--- src/rtl/fifo16.sv ---
// fifo16: synchronous 16-bit FIFO with registered read data, full/empty flags
// and an occupancy count. It sits in front of the 16-bit bus buffer stage.
// Optional build macro FIFO16_ERROR_FLAGS_EN adds sticky overflow/underflow
// outputs. When the macro is undefined, those ports do not exist.
module fifo16 #(
  parameter int DEPTH  = 16,
  parameter int ADDR_W = 4
) (
  input  logic              clk,
  input  logic              reset,
  input  logic              wr_en,
  input  logic [15:0]       din,
  input  logic              rd_en,
  output logic [15:0]       dout,
  output logic              full,
  output logic              empty,
  output logic [ADDR_W:0]   count
`ifdef FIFO16_ERROR_FLAGS_EN
  ,
  output logic              overflow,
  output logic              underflow
`endif
);

  localparam logic [ADDR_W:0] DEPTH_C = (ADDR_W + 1)'(DEPTH);

  logic [15:0]       mem [DEPTH];
  logic [ADDR_W-1:0] wr_ptr;
  logic [ADDR_W-1:0] rd_ptr;
  logic              rd_acc;
  logic              wr_acc;
  logic [ADDR_W:0]   count_next;

  // Accept logic: a write into a full FIFO proceeds only when a read frees a slot in the same cycle.
  always_comb begin
    rd_acc     = rd_en & ~empty;
    wr_acc     = wr_en & (~full | rd_acc);
    count_next = count;
    case ({wr_acc, rd_acc})
      2'b10:   count_next = count + 1'b1;
      2'b01:   count_next = count - 1'b1;
      default: count_next = count;
    endcase
  end

  // Storage is intentionally not reset; only the pointers define what is valid.
  always_ff @(posedge clk) begin
    if (!reset && wr_acc) begin
      mem[wr_ptr] <= din;
    end
  end

  // Pointers, registered read data, count and flags.
  // The flags come from count_next so they line up with count.
  always_ff @(posedge clk) begin
    if (reset) begin
      wr_ptr <= '0;
      rd_ptr <= '0;
      dout   <= 16'h0000;
      count  <= '0;
      empty  <= 1'b1;
      full   <= 1'b0;
    end else begin
      if (wr_acc) begin
        wr_ptr <= wr_ptr + 1'b1;
      end
      if (rd_acc) begin
        dout   <= mem[rd_ptr];
        rd_ptr <= rd_ptr + 1'b1;
      end
      count <= count_next;
      empty <= (count_next == '0);
      full  <= (count_next == DEPTH_C);
    end
  end

`ifdef FIFO16_ERROR_FLAGS_EN
  // Sticky error flags for rejected writes and reads; they have no effect on the data path.
  always_ff @(posedge clk) begin
    if (reset) begin
      overflow  <= 1'b0;
      underflow <= 1'b0;
    end else begin
      if (wr_en && !wr_acc) overflow  <= 1'b1;
      if (rd_en && empty)   underflow <= 1'b1;
    end
  end
`endif

endmodule
--- config.mk ---
export PLATFORM = sky130hd
export DESIGN_NAME = fifo16
export DESIGN_NICKNAME = d
export VERILOG_FILES = /design/src/rtl/fifo16.sv
export SDC_FILE = /design/constraint.sdc
export NUM_CORES = 1
export LEC_CHECK = 0
export ABC_CLOCK_PERIOD_IN_PS = 4000
export CAP_MARGIN = 30
export CORE_MARGIN = 2
export CORE_UTILIZATION = 60
export CTS_BUF_LIST = sky130_fd_sc_hd__clkbuf_4 sky130_fd_sc_hd__clkbuf_8 sky130_fd_sc_hd__clkbuf_16
export DETAILED_ROUTE_END_ITERATION = 7
export HOLD_SLACK_MARGIN = 0.08
export PLACE_DENSITY = 0.77
export SYNTH_ARGS = -nofsm -noshare
export SYNTH_HDL_FRONTEND = slang
export SYNTH_SLANG_ARGS = --single-unit
--- constraint.sdc ---
create_clock -name clk -period 4 [get_ports clk]
set_clock_uncertainty 0.05 [all_clocks]
set_input_delay 0.8 -clock clk [delete_from_list [all_inputs] [get_ports clk]]
set_output_delay 0.8 -clock clk [all_outputs]
set_load 0.02 [all_outputs]
==> results of run 1 <==
worst max-delay path: cells and delay by family:
family	cells	cell delay (ps)
buf+inv	2	620
fa+ha+maj	2	540
simple gates	3	470
compound gates	2	430
xor+xnor	2	360
mux	1	240
stage by stage:
step	instance area [µm²]	worst slack, ps	util, %
2_1_floorplan	11030	771.2	-
3_3_place_gp	11900	603.6	66.04
3_5_place_dp	11900	362.6	66.04
4_1_cts	12920	914.5	71.69
5_1_grt	12920	679.3	71.69
6_report	12920	919.3	71.69
final cells by class:
class | instances | share of cell area, %
Sequential cell | 287 | 64.34
Inverter | 5 | 0.1453
Multi-Input combinational cell | 243 | 19.84
Clock buffer | 34 | 6.052
Clock inverter | 18 | 1.830
Timing Repair Buffer | 82 | 5.578
Tap cell | 229 | 2.217
cell usage in the layout (no fill, tap or decap), types with 3 or more instances in the layout:
cell	n
buf_4	40
o21ai_1	16
clkinv_1	7
bufinv_16	6
o21ai_0	4
nor2b_1	6
clkinv_2	3
a22o_1	32
clkbuf_16	29
clkbuf_8	3
edfxtp_1	256
a21oi_1	21
dfxtp_1	29
nand2_1	29
inv_1	5
nand2b_1	4
nor3_2	4
xor2_1	5
ha_1	8
mux4_2	64
nor2_1	25
clkdlybuf4s50_1	42
xnor2_1	4
synthesized netlist by cell type (all sizes together) (6+ instances only):
cell | number | area (µm²)
a22o | 32 | 280.3
edfxtp | 256 | 7687
nor2 | 26 | 97.59
clkbuf | 14 | 52.55
a21oi | 21 | 105.1
dfxtp | 31 | 620.6
nor2b | 6 | 37.54
o21ai | 20 | 100.1
buf | 16 | 111.4
ha | 8 | 100.1
nand2 | 29 | 108.9
mux4 | 64 | 1441
per-layer routing:
layer	GRT usage [%]	wire, µm	share of wire [%]
met5	0	0	0
met4	8.895	874	3.7
met3	3.889	1836	7.7
met2	42.31	11850	50
met1	34.62	9294	39
power by group through the flow:
| stage | Sequential (µW) | Combinational, µW | Clock [µW] |
|---|---|---|---|
| 6_report | 3400 | 694 | 2840 |
| 3_3_place_gp | 3460 | 665 | 0 |
| 3_5_place_dp | 3470 | 687 | 0 |
| 4_1_cts | 3400 | 697 | 2870 |
| 5_1_grt | 3410 | 742 | 2990 |
| 2_1_floorplan | 3460 | 470 | 0 |
kinds of logic (layout without fill, tap and decap cells):
group,Yosys count,after routing,share of synthesized area [%]
flops,287,287,75.31
simple gates,78,78,3.130
xor+xnor,9,9,0.7145
mux,66,66,13.25
fa+ha+maj,8,8,0.9074
buf+inv,35,139,1.656
compound gates,82,82,5.036
sequential cells by signal (all words and copies together) (netlist names):
register  flops
mem         256
dout         16
full          1
rd_ptr        4
wr_ptr        4
count         5
empty         1
worst max-delay path by stage:
stage / start / endpoint / slack [ps] / cells past startpoint
after global placement: rd_en / full / 600 / 12
final: rd_en / full / 920 / 12
after detailed placement: rd_en / full / 360 / 12
after global routing: rd_en / full / 680 / 12
after CTS: rd_en / full / 910 / 12
after floorplan: rd_en / mem[1][0] / 770 / 7
==> results.sh, run 1 <==
export IMPL_run_status="finished, final reports clean"
export IMPL_wl_per_cell_um=26.56
export IMPL_cts_root_buf="clkbuf_16"
export IMPL_timing_critical_path_cells="clkdlybuf4s50_1 -> nand2b_1 -> a21boi_2 -> inv_1 -> ha_1 -> xor2_1 -> ha_1 -> a21oi_1 -> mux2i_1 -> xnor2_1 -> and2_1 -> nor4bb_1"
export IMPL_fp_dieH_um=139.6
export IMPL_worst_skew_pair_late_latency_ps=540
export IMPL_power_density_mw_per_mm2=537.1
export IMPL_multi_input_comb_area_mm2=0.002564
export IMPL_vias=5765
export IMPL_cts_tree="built"
export IMPL_max_slew_margin_rel_pct=32.98
export IMPL_synth_seq_area_share_pct=75.31
export IMPL_floorplan_rows=49
export IMPL_power_share_switching_pct=21.59
export IMPL_finalSetupViolations=0
export IMPL_post_synth_instance_area_mm2=0.01103
export IMPL_netlist_instances=565
export IMPL_core_mm2=0.01802
export IMPL_r2r_start="empty"
export IMPL_groute_usage_overall_pct=25.25
export IMPL_drtAntennaViolNets=0
export IMPL_postSynthRegisterBits=287
export IMPL_vdd_ir_drop_max_v=0.0005072
export IMPL_detailed_place_hpwl_um=14280
export IMPL_antenna_violations_before_repair=0
export IMPL_fin_hold_ws_ps=411.1
export IMPL_setup_buffers_after_cts=0
export IMPL_final_min_clock_period_ps=3081
export IMPL_drtIter0Drc=492
export IMPL_timing_critical_path_to_type="flip-flop"
export IMPL_critical_path_cell_with_the_highest_stage_delay="clkdlybuf4s50_1"
export IMPL_ios=43
export IMPL_synth_avg_cell_area_um2=19.53
export IMPL_p_switching_uw=1498
export IMPL_clk_pin_slew_ps=60
export IMPL_h_tree_lvls=1
export IMPL_reg2reg_capture_point="full"
export IMPL_routed_wl_um=23850
export IMPL_remaining_drc_errors=0
export IMPL_worst_endpoint_arrival_ps=3470
export IMPL_numCtsBuffers=28
export IMPL_yosysWarningCount=0
export IMPL_critPathMostFrequentCell="ha_1"
export IMPL_min_delay_worst_endpoint="dout[11]"
export IMPL_setup_repair_after_global_routing_missed_its_margin="false"
export IMPL_max_freq_mhz=324.6
export IMPL_ys_dominant_reg_cell="edfxtp_1"
export IMPL_postSynth_asyncResetShare_pct=0
export IMPL_io_buffers=42
export IMPL_syn_num_nets=593
export IMPL_power_frac_seq_pct=49.0
export IMPL_clockBufferDepth=3
export IMPL_gp_congestion=0.8020
export IMPL_totalNegativeSetupSlack_ps=0
export IMPL_yosysUniqueCellTypes=34
export IMPL_report_power_total_uw=6940
export IMPL_die_area_mm2=0.01949
export IMPL_worstSetupPathType="input port to flip-flop"
export IMPL_transition_time_at_the_pin_with_the_least_slew_margin_ps=1004
export IMPL_grt_total_ovfl=0
export IMPL_grt_pass1_vias=6049
export IMPL_antennaDiodeCount=0
export IMPL_hp_class="flip-flop to flip-flop"
export IMPL_via_per_inst=6.420
export IMPL_final_min_period_over_clock_period_pct=77.02
export IMPL_cts_repair_resized=0
export IMPL_grt_pass1_wl_um=36320
export IMPL_timing_critical_path_slowest_cell_delay_ps=460
export IMPL_finalHoldViolCount=0
export IMPL_drive_above_1_share_pct=23.62
export IMPL_drv_cap=0
export IMPL_cellLeakagePower_uw=0.004209
export IMPL_worst_hold_path_num_cells=2
export IMPL_ff2ff_path_depth=11
export IMPL_clkPwrFrac_pct=41.0
export IMPL_timing_critical_path_required_ps=4390
export IMPL_layout_nets=675
export IMPL_min_delay_start="dout[11]"
export IMPL_dieWidth_um=139.6
export IMPL_crit_fanout=8
export IMPL_numClockSinks=287
export IMPL_fillers=1069
export IMPL_pwr_share_comb_pct=10.0
export IMPL_synth_edff_count=256
export IMPL_start_kind="input port"
export IMPL_post_place_cells=846
export IMPL_instances_no_fill=898
export IMPL_regToRegSetupSlack_ps=1250
export IMPL_start_util_pct=61.20
export IMPL_p_int_uw=5441
export IMPL_maxSlewViolCount=0
export IMPL_drt_pre_antenna_iters=5
export IMPL_regArea_mm2=0.008313
export IMPL_flow_area_growth_from_synthesis_pct=17.13
export IMPL_postCtsHoldBufs=0
export IMPL_grt_start_max_net_pins=32
No activity file was read; power rests on OpenSTA's default activity.
==> run 2, diff against run 1 <==
- ABC_CLOCK_PERIOD_IN_PS: 4000 -> 2900
- clock period: 4 -> 2.9 ns (I/O delays scaled with it)
==> results.sh, run 2 (synthesis results as in run 1) <==
export IMPL_run_status="finished, final reports clean"
export IMPL_postCtsHoldBufs=0
export IMPL_cts_root_buf="clkbuf_16"
export IMPL_setup_ws_ps=188.9
export IMPL_transition_time_at_the_pin_with_the_least_slew_margin_ps=696.2
export IMPL_floorplan_rows=49
export IMPL_hp_class="flip-flop to flip-flop"
export IMPL_routedLengthMet1_um=9266
export IMPL_cellLeakagePower_uw=0.004291
export IMPL_io_buffers=42
export IMPL_placement_cell_area_mm2=0.01213
export IMPL_max_freq_mhz=368.9
export IMPL_layout_nets=690
export IMPL_power_frac_seq_pct=50.1
export IMPL_finalHoldViolCount=0
export IMPL_gp_congestion=0.8085
export IMPL_layout_common_cells="edfxtp_1, mux4_2, buf_4, clkdlybuf4s50_1, a22o_1"
export IMPL_design_area_mm2=0.01309
export IMPL_finalSetupViolations=0
export IMPL_route_top_layer_used="met4"
export IMPL_crit_fanout=3
export IMPL_routed_wl_um=23150
export IMPL_worst_skew_pair_late_latency_ps=530
export IMPL_final_min_period_over_clock_period_pct=93.49
export IMPL_clockBufferDepth=3
export IMPL_final_common_cell="edfxtp_1"
export IMPL_fin_hold_ws_ps=404.9
export IMPL_dieWidth_um=139.6
export IMPL_cts_repair_resized=0
export IMPL_remaining_drc_errors=0
export IMPL_h_tree_lvls=1
export IMPL_core_mm2=0.01802
export IMPL_grt_pass1_wl_um=35680
export IMPL_vdd_ir_drop_max_v=0.0005014
export IMPL_clkPwrFrac_pct=39.0
export IMPL_drive_above_1_share_pct=27.92
export IMPL_start_util_pct=61.20
export IMPL_pwr_share_comb_pct=10.9
export IMPL_drt_pre_antenna_iters=5
export IMPL_setup_buffers_after_cts=0
export IMPL_p_int_uw=7293
export IMPL_grt_start_max_net_pins=35
export IMPL_setup_repair_after_global_routing_missed_its_margin="false"
export IMPL_power_share_switching_pct=21.73
export IMPL_worst_endpoint_arrival_ps=3100
export IMPL_largest_register_ff_count=256
export IMPL_regMostFlops="mem"
export IMPL_antenna_violations_before_repair=0
export IMPL_groute_usage_overall_pct=24.64
export IMPL_detailed_place_hpwl_um=14110
export IMPL_timing_critical_path_to_type="flip-flop"
export IMPL_start_kind="input port"
export IMPL_drv_cap=0
export IMPL_grt_total_ovfl=0
export IMPL_maxSlewViolCount=0
export IMPL_cts_tree="built"
export IMPL_drtIter0Drc=538
export IMPL_drtAntennaViolNets=0
export IMPL_worstSetupPathType="input port to flip-flop"
export IMPL_final_util_pct=72.60
export IMPL_clk_pin_slew_ps=60
export IMPL_via_per_inst=6.309
export IMPL_min_delay_start="dout[7]"
export IMPL_crit_path_start="rd_en"
export IMPL_numCtsBuffers=28
export IMPL_timing_critical_path_required_ps=3290
export IMPL_numClockSinks=287
export IMPL_vias=5760
export IMPL_max_slew_margin_rel_pct=53.59
export IMPL_final_min_clock_period_ps=2711
export IMPL_grt_pass1_vias=6053
export IMPL_met2_length_um=11410
export IMPL_p_switching_uw=2024
export IMPL_die_area_mm2=0.01949
export IMPL_ios=43
export IMPL_wl_met3_um=1704
export IMPL_r2r_start="empty"
export IMPL_power_density_mw_per_mm2=712.0
export IMPL_flow_area_growth_from_synthesis_pct=18.62
export IMPL_wl_per_cell_um=25.36
export IMPL_top_regs="mem x256, dout x16, count x5"
export IMPL_antennaDiodeCount=0
export IMPL_dpl_worst_slack_ps=-271.7
export IMPL_fp_dieH_um=139.6
[run 2: changes by cell type in the layout (fill, tap and decap cells not counted), sizes merged]
cell / before / now
bufinv: 6 / 1
buf: 40 / 55
inv: 5 / 6
clkbuf: 34 / 45
clkinv: 10 / 4
clkinvlp: 2 / 1
[run 2: power by group through the flow]
stage	clock network [µW]	logic (µW)	registers [µW]
final	3630	1010	4670
after global routing	3840	1090	4680
after CTS	3670	1020	4670
after detailed placement	0	1010	4760
after floorplan	0	649	4770
after global placement	0	984	4750
[run 2: area by class of cell]
cell class / instances / area, µm²
Sequential cell: 287 / 8313
Fill cell: 1046 / 4938
Multi-Input combinational cell: 243 / 2591
Timing Repair Buffer: 97 / 920.9
Clock buffer: 45 / 889.6
Tap cell: 229 / 286.5
Clock inverter: 7 / 66.31
Inverter: 5 / 18.77
[run 2: path summary, 6_finish.rpt]
path                                 to  slack [ps]  cells past startpoint
worst max-delay path               full         190                     12
worst min-delay path            dout[7]         400                      2
worst max register to register     full         290                     11
worst min register to register  dout[7]         400                      2
[run 2: critical path: stages]
cell and delay, ps:
clkdlybuf4s50_1 460, nand2b_1 100, a21boi_2 200, inv_1 80, ha_1 220, xor2_1 190
ha_1 230, a21oi_1 220, mux2i_1 270, xnor2_1 170, and2_1 190, nor4bb_1 200
[run 2: per-layer routing]
metal	global-route usage, %	vias to the layer above
li1	-	2481
met1	34.74	2965
met2	40.12	254
met3	3.957	60
met4	8.737	0
met5	0	-
[run 2: stage by stage]
stage               instances  TNS [ps]  total power [µW]
CTS                       913         0              9368
global route              913         0              9615
floorplan                 565         0              5416
detailed placement        861     -1294              5769
global placement          861    -87.51              5736
finish                    913         0              9317
